`config.mk`:
```
export PLATFORM = sky130hd
export DESIGN_NAME = sbh_parity_adjust
export DESIGN_NICKNAME = d
export VERILOG_FILES = /design/src/rtl/sbh_parity_adjust.sv
export SDC_FILE = /design/constraint.sdc
export NUM_CORES = 1
export LEC_CHECK = 0
export CORE_MARGIN = 2
export CORE_UTILIZATION = 56
export DETAILED_ROUTE_END_ITERATION = 7
export PLACE_DENSITY = 0.77
export SETUP_SLACK_MARGIN = 0.05
export SLEW_MARGIN = 15
export SYNTH_ARGS = -nofsm -noshare
export SYNTH_HDL_FRONTEND = slang
export SYNTH_SLANG_ARGS = --single-unit
```
`constraint.sdc`:
```
create_clock -name clk -period 10.3 [get_ports clk]
set_clock_uncertainty 0.1 [all_clocks]
set_input_delay 1.545 -clock clk [delete_from_list [all_inputs] [get_ports clk]]
set_output_delay 1.545 -clock clk [all_outputs]
set_load 0.1 [all_outputs]
```
`src/rtl/sbh_parity_adjust.sv`:
```
// Sign-bit-hiding parity adjustment for one coefficient group.
// Levels and deltas are buffered in raster order, scanned in reverse scan
// order to find the cheapest single +/-1 magnitude change, then, if the
// level parity disagrees with the hidden sign, that change is applied before
// the group is streamed out in raster order.
module sbh_parity_adjust #(
   parameter int COEFF_W    = 16,
   parameter int DELTA_W    = 16,
   parameter int CG_SIZE    = 16,
   parameter int SBH_THRESH = 4
) (
   input  logic                       clk,
   input  logic                       rst,
   input  logic                       valid_in,
   input  logic signed [COEFF_W-1:0]  coef_in,
   input  logic signed [DELTA_W-1:0]  delta_in,
   input  logic [3:0]                 position_in,
   input  logic                       load_done,
   input  logic [15:0][3:0]           scan_order,
   input  logic                       nz_valid,
   input  logic [3:0]                 firstNZ,
   input  logic [3:0]                 lastNZ,
   input  logic                       hasNZ,
   output logic                       in_ready,
   output logic signed [COEFF_W-1:0]  coef_out,
   output logic [3:0]                 pos_out,
   output logic                       valid_out,
   output logic                       last_out,
   output logic                       sbh_flag,
   input  logic                       out_ready
);

   localparam int COST_W = DELTA_W + 1;
   localparam logic signed [COST_W-1:0] COST_MAX = {1'b0, {(COST_W-1){1'b1}}};
   localparam logic [COEFF_W-1:0]       MAG_MAX  = {1'b0, {(COEFF_W-1){1'b1}}};
   localparam logic [3:0]               THRESH   = 4'(SBH_THRESH);

   typedef enum logic [2:0] {LOAD, WAIT_NZ, SCAN, ADJUST, OUTPUT} state_t;

   state_t state, state_nxt;

   logic signed [COEFF_W-1:0] coef_mem  [CG_SIZE];
   logic signed [DELTA_W-1:0] delta_mem [CG_SIZE];

   logic [3:0]               first_nz, last_nz;
   logic                     has_nz;
   logic [3:0]               scan_idx;
   logic                     parity;
   logic                     hid_sign;
   logic signed [COST_W-1:0] best_cost;
   logic [3:0]               best_pos;
   logic                     best_up;
   logic [3:0]               out_pos;

   logic [3:0]                scan_pos;
   logic signed [COEFF_W-1:0] cur_lvl;
   logic signed [DELTA_W-1:0] cur_dlt;
   logic signed [COST_W-1:0]  cur_cost;
   logic [3:0]                nz_span;
   logic                      sbh_en;
   logic                      mismatch;

   // Magnitude of a level; the most negative level maps to 2^(COEFF_W-1).
   function automatic logic [COEFF_W-1:0] mag_of(input logic signed [COEFF_W-1:0] lvl);
      mag_of = lvl[COEFF_W-1] ? (~lvl + 1'b1) : lvl;
   endfunction

   // Rate cost of nudging one level by +/-1. Elements that must not move
   // (zero, beyond lastNZ, lone +/-1 at firstNZ, or would overflow) get MAX.
   function automatic logic signed [COST_W-1:0] cost_of(
      input logic signed [COEFF_W-1:0] lvl,
      input logic signed [DELTA_W-1:0] dlt,
      input logic                      is_first,
      input logic                      in_range
   );
      logic [COEFF_W-1:0]       mag;
      logic signed [COST_W-1:0] dext;
      mag  = mag_of(lvl);
      dext = {dlt[DELTA_W-1], dlt};
      if (mag == '0 || !in_range)
         cost_of = COST_MAX;
      else if (is_first && mag == COEFF_W'(1))
         cost_of = COST_MAX;
      else if (dlt > 0)
         cost_of = (mag >= MAG_MAX) ? COST_MAX : -dext;
      else
         cost_of = dext;
   endfunction

   // Apply a +/-1 magnitude step while keeping the original sign.
   function automatic logic signed [COEFF_W-1:0] step_mag(
      input logic signed [COEFF_W-1:0] lvl,
      input logic                      up
   );
      logic [COEFF_W-1:0] mag, nmag;
      mag      = mag_of(lvl);
      nmag     = up ? (mag + 1'b1) : (mag - 1'b1);
      step_mag = lvl[COEFF_W-1] ? $signed(~nmag + 1'b1) : $signed(nmag);
   endfunction

   assign scan_pos = scan_order[scan_idx];
   assign cur_lvl  = coef_mem[scan_pos];
   assign cur_dlt  = delta_mem[scan_pos];
   assign cur_cost = cost_of(cur_lvl, cur_dlt, scan_idx == first_nz, scan_idx <= last_nz);

   // The span is a wrapping 4-bit difference, only meaningful once hasNZ is set.
   assign nz_span  = last_nz - first_nz;
   assign sbh_en   = has_nz && (nz_span >= THRESH);
   assign mismatch = sbh_en && (parity != hid_sign);

   assign in_ready  = (state == LOAD);
   assign valid_out = (state == OUTPUT);
   assign last_out  = valid_out && (out_pos == 4'd15);
   assign pos_out   = valid_out ? out_pos : 4'd0;
   assign coef_out  = valid_out ? coef_mem[out_pos] : '0;
   assign sbh_flag  = valid_out && sbh_en;

   // State register.
   always_ff @(posedge clk) begin
      if (rst)
         state <= LOAD;
      else
         state <= state_nxt;
   end

   // Next-state logic.
   always_comb begin
      state_nxt = state;
      case (state)
         LOAD:    if (load_done)                          state_nxt = WAIT_NZ;
         WAIT_NZ: if (nz_valid)                           state_nxt = SCAN;
         SCAN:    if (scan_idx == 4'd0)                   state_nxt = ADJUST;
         ADJUST:                                          state_nxt = OUTPUT;
         OUTPUT:  if (out_ready && out_pos == 4'd15)      state_nxt = LOAD;
         default:                                         state_nxt = LOAD;
      endcase
   end

   // Group storage, NZ capture, scan accumulation, adjustment and beat counter.
   always_ff @(posedge clk) begin
      if (rst) begin
         for (int i = 0; i < CG_SIZE; i++) begin
            coef_mem[i]  <= '0;
            delta_mem[i] <= '0;
         end
         first_nz  <= '0;
         last_nz   <= '0;
         has_nz    <= 1'b0;
         scan_idx  <= '0;
         parity    <= 1'b0;
         hid_sign  <= 1'b0;
         best_cost <= COST_MAX;
         best_pos  <= '0;
         best_up   <= 1'b0;
         out_pos   <= '0;
      end else begin
         case (state)
            LOAD: begin
               if (valid_in) begin
                  coef_mem[position_in]  <= coef_in;
                  delta_mem[position_in] <= delta_in;
               end
            end
            WAIT_NZ: begin
               if (nz_valid) begin
                  first_nz  <= firstNZ;
                  last_nz   <= lastNZ;
                  has_nz    <= hasNZ;
                  scan_idx  <= 4'd15;
                  parity    <= 1'b0;
                  hid_sign  <= 1'b0;
                  best_cost <= COST_MAX;
                  best_pos  <= '0;
                  best_up   <= 1'b0;
                  out_pos   <= '0;
               end
            end
            SCAN: begin
               // Bit 0 of |level| equals bit 0 of the two's-complement level.
               parity <= parity ^ cur_lvl[0];
               if (scan_idx == first_nz)
                  hid_sign <= cur_lvl[COEFF_W-1];
               // Strict compare: on a tie the earlier-visited (higher) scan index wins.
               if (cur_cost < best_cost) begin
                  best_cost <= cur_cost;
                  best_pos  <= scan_pos;
                  best_up   <= (cur_dlt > 0);
               end
               scan_idx <= scan_idx - 4'd1;
            end
            ADJUST: begin
               if (mismatch && best_cost != COST_MAX)
                  coef_mem[best_pos] <= step_mag(coef_mem[best_pos], best_up);
            end
            OUTPUT: begin
               if (out_ready)
                  out_pos <= out_pos + 4'd1;
            end
            default: ;
         endcase
      end
   end

endmodule

```
==> flow_summary.toml, run 1 <==
[outcome]
status = "completed"

[route]
drt_drc_violations_left = 0
dr_total_vias = 28400
drt-initial-drc-count = 4486
via_per_inst = 7.01
post_drt_wl_per_cell_um = 28.9
drt-total-wl_um = 118000
drt_pass1_iterations = 7
antenna_left = 0

[setup_path]
reg2reg_from = "scan_idx[1]$_SDFFE_PP0P_"
crit_fanout = 71
cp.arrival_ps = 10250
r2r_slack_ps = 790
cp-end-kind = "flip-flop"
path_class = "in2reg"
required_ps = 10730
slowest_delay_ps = 770
cpMostUsedCell = "a21o_1"
critPathSlowestCell = "or4_1"
reg2regPathDepth = 31
critPathLaunch = "scan_order[33]"
path_buf_inv = 2
crit_path_start_kind = "primary input"
crit_family = "compound AO/OA/AOI/OAI gates"

[timing]
fin_crit_sh = 0.953
slew_violations = 0
setup_violations = 0
worst_pin_slew_ps = 1250
slew_headroom = 0.164
rsz0062_at_grt = "no"
period_minus_slack_ps = 9810
tns_ps = 0
timing.hold.ws_ps = 366
hold_viol = 0
max_freq_mhz = 102

[global_routing]
antenna_found_initial = 2
grt.total_usage = 0.367
grt_pass1_vias = 27800
grt_max_degree = 72
gr-total-overflow = 0
grt_pass1_wl_um = 172000

[floorplan]
initial_utilization = 0.566
io_pins = 139
core_area_um2 = 60200
die_w_um = 251
die_h_um = 251
dieArea_um2 = 62900
rows = 90

[clock_tree]
cts_tree = "built"
clk_path_buf_depth = 3
cts_resized = 0
cts_hold_buf = 0
numCtsBuffers = 60
clk_pin_slew_worst_paths_ps = 60
postCtsSetupBuffers = 0
clock_latency_ps = 680
clock_sinks = 564
clock-root-buffer = "clkbuf_16"
cts_max_level = 2

[logic_synthesis]
synth_top_flop_cell = "edfxtp_1"
synth.avg_cell_area_um2 = 10.8
syn_inst = 3151
syn_area_um2 = 34100
synth_edf_count = 512
synth_async_sr_flop_share = 0
ys_warn_count = 0
synth-seq-cells = 564
seq_area_frac_synth = 0.482
yosysUniqueCellTypes = 83
synth_nets = 3309

[cells_and_area]
antenna_cells = 0
post-route-util = 0.641
final_common_cell = "edfxtp_1"
most-common-layout-cells = "edfxtp_1 (512), nand2_1 (387), nor2_1 (319)"
final_cells = 4060
area_delta_synth_final_pct = 13.3
drive_above_1_share = 0.153
finalNetCount = 3385
num-fill-cells = 4492

[min_path]
hp-class = "reg2reg"
holdPathStages = 2
hold_end = "has_nz$_SDFFE_PP0P_"
hold_start = "has_nz$_SDFFE_PP0P_"

[run]
maxCapViolations = 0

[place]
dp_hpwl_um = 77100
dp_cells = 3946
port_buffers = 138
place.gp.congestion = 0.973

[power]
ir_drop_mv = 0.144
power.density_nw_per_um2 = 195
p_leak_uw = 0.0139
[power breakdown]
part           internal [uW]  switching, uW
logic                    870           1730
clock network           1350            961
registers               2580           62.5
[worst min-delay path: stages (launching register included)]
cell     delay (ps)
dfxtp_1         310
nand2_1          50
a21oi_1          50
[cell families (layout without fill, tap and decap cells)]
group / Yosys count / count (layout) / synth area share
simple gates: 1422 / 1422 / 0.206
flops: 564 / 564 / 0.482
compound gates: 492 / 492 / 0.101
buf+inv: 312 / 439 / 0.0400
mux: 248 / 248 / 0.137
xor+xnor: 70 / 70 / 0.0180
fa+ha+maj: 43 / 43 / 0.0160
[worst max-delay path by stage]
stage | endpoint | slack [ps] | cells past startpoint
after floorplan | best_cost[16]$_SDFFE_PP0P_ | 320 | 44
after global placement | best_cost[16]$_SDFFE_PP0P_ | 240 | 33
after detailed placement | best_cost[13]$_SDFFE_PP1P_ | 200 | 34
after CTS | flip-flop | 800 | 32
after global routing | flip-flop | 140 | 32
final | flip-flop | 490 | 32
[layer usage]
metal | vias up | track usage | wire [um]
li1 | 11900 | - | -
met1 | 13600 | 0.482 | 40500
met2 | 2424 | 0.557 | 51600
met3 | 543 | 0.107 | 18400
met4 | 2 | 0.191 | 7030
met5 | - | 0 | 13
[state kept, by name (all words and copies together), names as in the netlist, named ones only]
name	count
first_nz	4
hid_sign	1
parity	1
scan_idx	4
coef_mem	256
state	3
best_up	1
out_pos	4
delta_mem	256
best_pos	4
best_cost	17
has_nz	1
last_nz	4
[synthesized netlist by cell type (30+ instances only)]
cell type / instances / area [um2]
nand2b_1: 45 / 282
edfxtp_1: 512 / 15400
ha_1: 42 / 526
nor2_1: 320 / 1200
mux2_2: 30 / 338
xnor2_1: 39 / 342
buf_1: 30 / 113
buf_2: 55 / 275
and3_1: 82 / 513
a31oi_1: 40 / 250
nand4_1: 36 / 225
nor3_1: 50 / 250
nand3_1: 107 / 536
dfxtp_1: 52 / 1040
and2_1: 274 / 1710
a21oi_1: 95 / 475
inv_1: 45 / 169
mux2i_1: 45 / 450
a311oi_1: 43 / 377
xor2_1: 31 / 272
o21ai_0: 51 / 255
mux4_2: 172 / 3870
a211oi_1: 83 / 623
clkbuf_1: 153 / 574
nand2_1: 388 / 1460
[metrics by stage]
| stage | instance area (um2) | power [uW] | worst slack [ps] |
|---|---|---|---|
| floorplan | 34100 | 4240 | 322 |
| global placement | 36500 | 5110 | 240 |
| detailed placement | 36500 | 5160 | 197 |
| CTS | 38600 | 7430 | 795 |
| global route | 38600 | 7740 | 137 |
| finish | 38600 | 7550 | 486 |
[area by class of cell]
class	count	area, um2	area share
well taps	782	978	0.0253
inverters	48	180	0.00466
multi-input cells	2275	16400	0.424
clock buffers	79	1630	0.0421
clock inverters	34	470	0.0122
flip-flops and latches	564	16400	0.425
repair buffers	278	2550	0.0660
(Power assumes the default switching activity.)
==> inputs of run 2 (changes only) <==
--- a/config.mk
+++ b/config.mk
@@ -5,6 +5,7 @@
 export SDC_FILE = /design/constraint.sdc
 export NUM_CORES = 1
 export LEC_CHECK = 0
+export CORE_ASPECT_RATIO = 1.5
 export CORE_MARGIN = 2
 export CORE_UTILIZATION = 56
 export DETAILED_ROUTE_END_ITERATION = 7
==> run 2 against run 1 <==
- critical path depth did not move
- die area barely moved
- non-clock buffer count rose by 19
- clock power fell by 14%
- critical path type unchanged
- combinational power rose by 2%
- sequential power barely moved
- final cell count rose by 0.17%
- largest power group is now combinational logic
- first-iteration DRC count fell by 14%
- global-route usage rose by 1.8 points
- flip-flop and latch count did not move
==> flow_summary.toml, run 2 (synthesized netlist as in run 1, its figures left out) <==
[clock_tree]
cts_max_level = 2
clock_latency_ps = 650
cts_hold_buf = 0
numCtsBuffers = 55
cts_tree = "built"
cts_resized = 0
clock-root-buffer = "clkbuf_16"
clk_path_buf_depth = 3
clk_pin_slew_worst_paths_ps = 60
postCtsSetupBuffers = 0
clock_sinks = 564

[floorplan]
rows = 110
die_h_um = 306
die_w_um = 205
core_area_um2 = 60100
dieArea_um2 = 62900
initial_utilization = 0.567
io_pins = 139

[route]
dr_total_vias = 28500
via_per_inst = 7.01
drt_drc_violations_left = 0
antenna_left = 0
drt-total-wl_um = 121000
post_drt_wl_per_cell_um = 29.7
drt_pass1_iterations = 7
drt-initial-drc-count = 3860

[setup_path]
r2r_slack_ps = 690
required_ps = 10730
path_class = "in2reg"
reg2reg_from = "scan_idx[1]$_SDFFE_PP0P_"
cpMostUsedCell = "buf_4"
cp.arrival_ps = 10130
reg2regPathDepth = 32
cp-end-kind = "flip-flop"
critPathSlowestCell = "or4b_2"
slowest_delay_ps = 620
crit_fanout = 17
critPathLaunch = "scan_order[2]"
crit_path_start_kind = "primary input"

[timing]
max_freq_mhz = 103
period_minus_slack_ps = 9700
hold_viol = 0
setup_violations = 0
worst_pin_slew_ps = 1320
fin_crit_sh = 0.942
rsz0062_at_grt = "no"
slew_headroom = 0.118
tns_ps = 0
slew_violations = 0

[cells_and_area]
most-common-layout-cells = "edfxtp_1 (512), nand2_1 (387), nor2_1 (316)"
post-route-util = 0.638
reg_top3 = "coef_mem: 256 flops, delta_mem: 256 flops, best_cost: 17 flops"
final_common_cell = "edfxtp_1"
area_delta_synth_final_pct = 12.6
num-fill-cells = 4579
finalNetCount = 3399
multi_input_area_um2 = 16400
drive_above_1_share = 0.155
antenna_cells = 0
regArea_um2 = 16400

[global_routing]
grt_pass1_vias = 28500
gr-total-overflow = 0
grt_max_degree = 81
antenna_found_initial = 1
grt_pass1_wl_um = 177000
grt.total_usage = 0.385

[power]
ir_drop_mv = 0.127
p_leak_uw = 0.0138
power.density_nw_per_um2 = 190
power_uw = 7290

[place]
place.gp.congestion = 0.971
port_buffers = 138
dp_hpwl_um = 80200

[min_path]
holdPathStages = 2
hold_start = "has_nz$_SDFFE_PP0P_"
hold_end = "has_nz$_SDFFE_PP0P_"
hp-class = "reg2reg"

[outcome]
status = "completed"

[run]
maxCapViolations = 0
-- run 2: cell count changes in the layout (fill, tap and decap cells not counted), sizes merged --
cell / previous run / this run
buf: 141 / 160
clkbuf: 79 / 69
bufinv: 9 / 2
inv: 46 / 48
clkinvlp: 1 / 2
-- run 2: area by class of cell --
cell class | count | share of cell area
well taps | 784 | 0.0255
clock buffers | 69 | 0.0386
multi-input cells | 2275 | 0.427
inverters | 48 | 0.00469
flip-flops and latches | 564 | 0.428
repair buffers | 297 | 0.0705
clock inverters | 30 | 0.00587
-- run 2: how the worst max path moves through the flow --
| stage | depth (start not counted) | endpoint |
|---|---|---|
| 2_1_floorplan | 44 | best_cost[16]$_SDFFE_PP0P_ |
| 3_3_place_gp | 32 | best_cost[16]$_SDFFE_PP0P_ |
| 3_5_place_dp | 33 | best_cost[13]$_SDFFE_PP1P_ |
| 4_1_cts | 33 | best_cost[13]$_SDFFE_PP1P_ |
| 5_1_grt | 32 | flip-flop |
| 6_report | 32 | flip-flop |
-- run 2: power breakdown --
| group | internal [uW] | total [uW] | switching, uW |
|---|---|---|---|
| registers | 2580 | 2640 | 63.0 |
| clock network | 1070 | 1980 | 913 |
| logic | 912 | 2660 | 1750 |
-- run 2: critical path: cells and delay by family --
kind / cells / cell delay [ps]
multiplexers: 3 / 1350
AO/OA/AOI/OAI: 13 / 2920
adder cells (fa/ha/maj): 1 / 240
AND/OR/NAND/NOR: 10 / 2770
buffers and inverters: 5 / 1270
-- run 2: stage by stage --
stage / hold slack, ps / instance area, um2 / setup WS [ps] / cells
6_report: 364 / 38400 / 601 / 4067
5_1_grt: 393 / 38400 / 287 / 4067
4_1_cts: 367 / 38400 / 901 / 4067
3_5_place_dp: 360 / 36700 / 227 / 3968
3_3_place_gp: 355 / 36700 / 304 / 3968
2_1_floorplan: 333 / 34100 / 322 / 3151
-- run 2: metal layers --
metal  vias up  track usage  share of wire
li1      11900            -              -
met1     13600        0.435           0.31
met2      2229        0.618           0.47
met3       719       0.0849           0.12
met4         0        0.325           0.10
met5         -            0              0
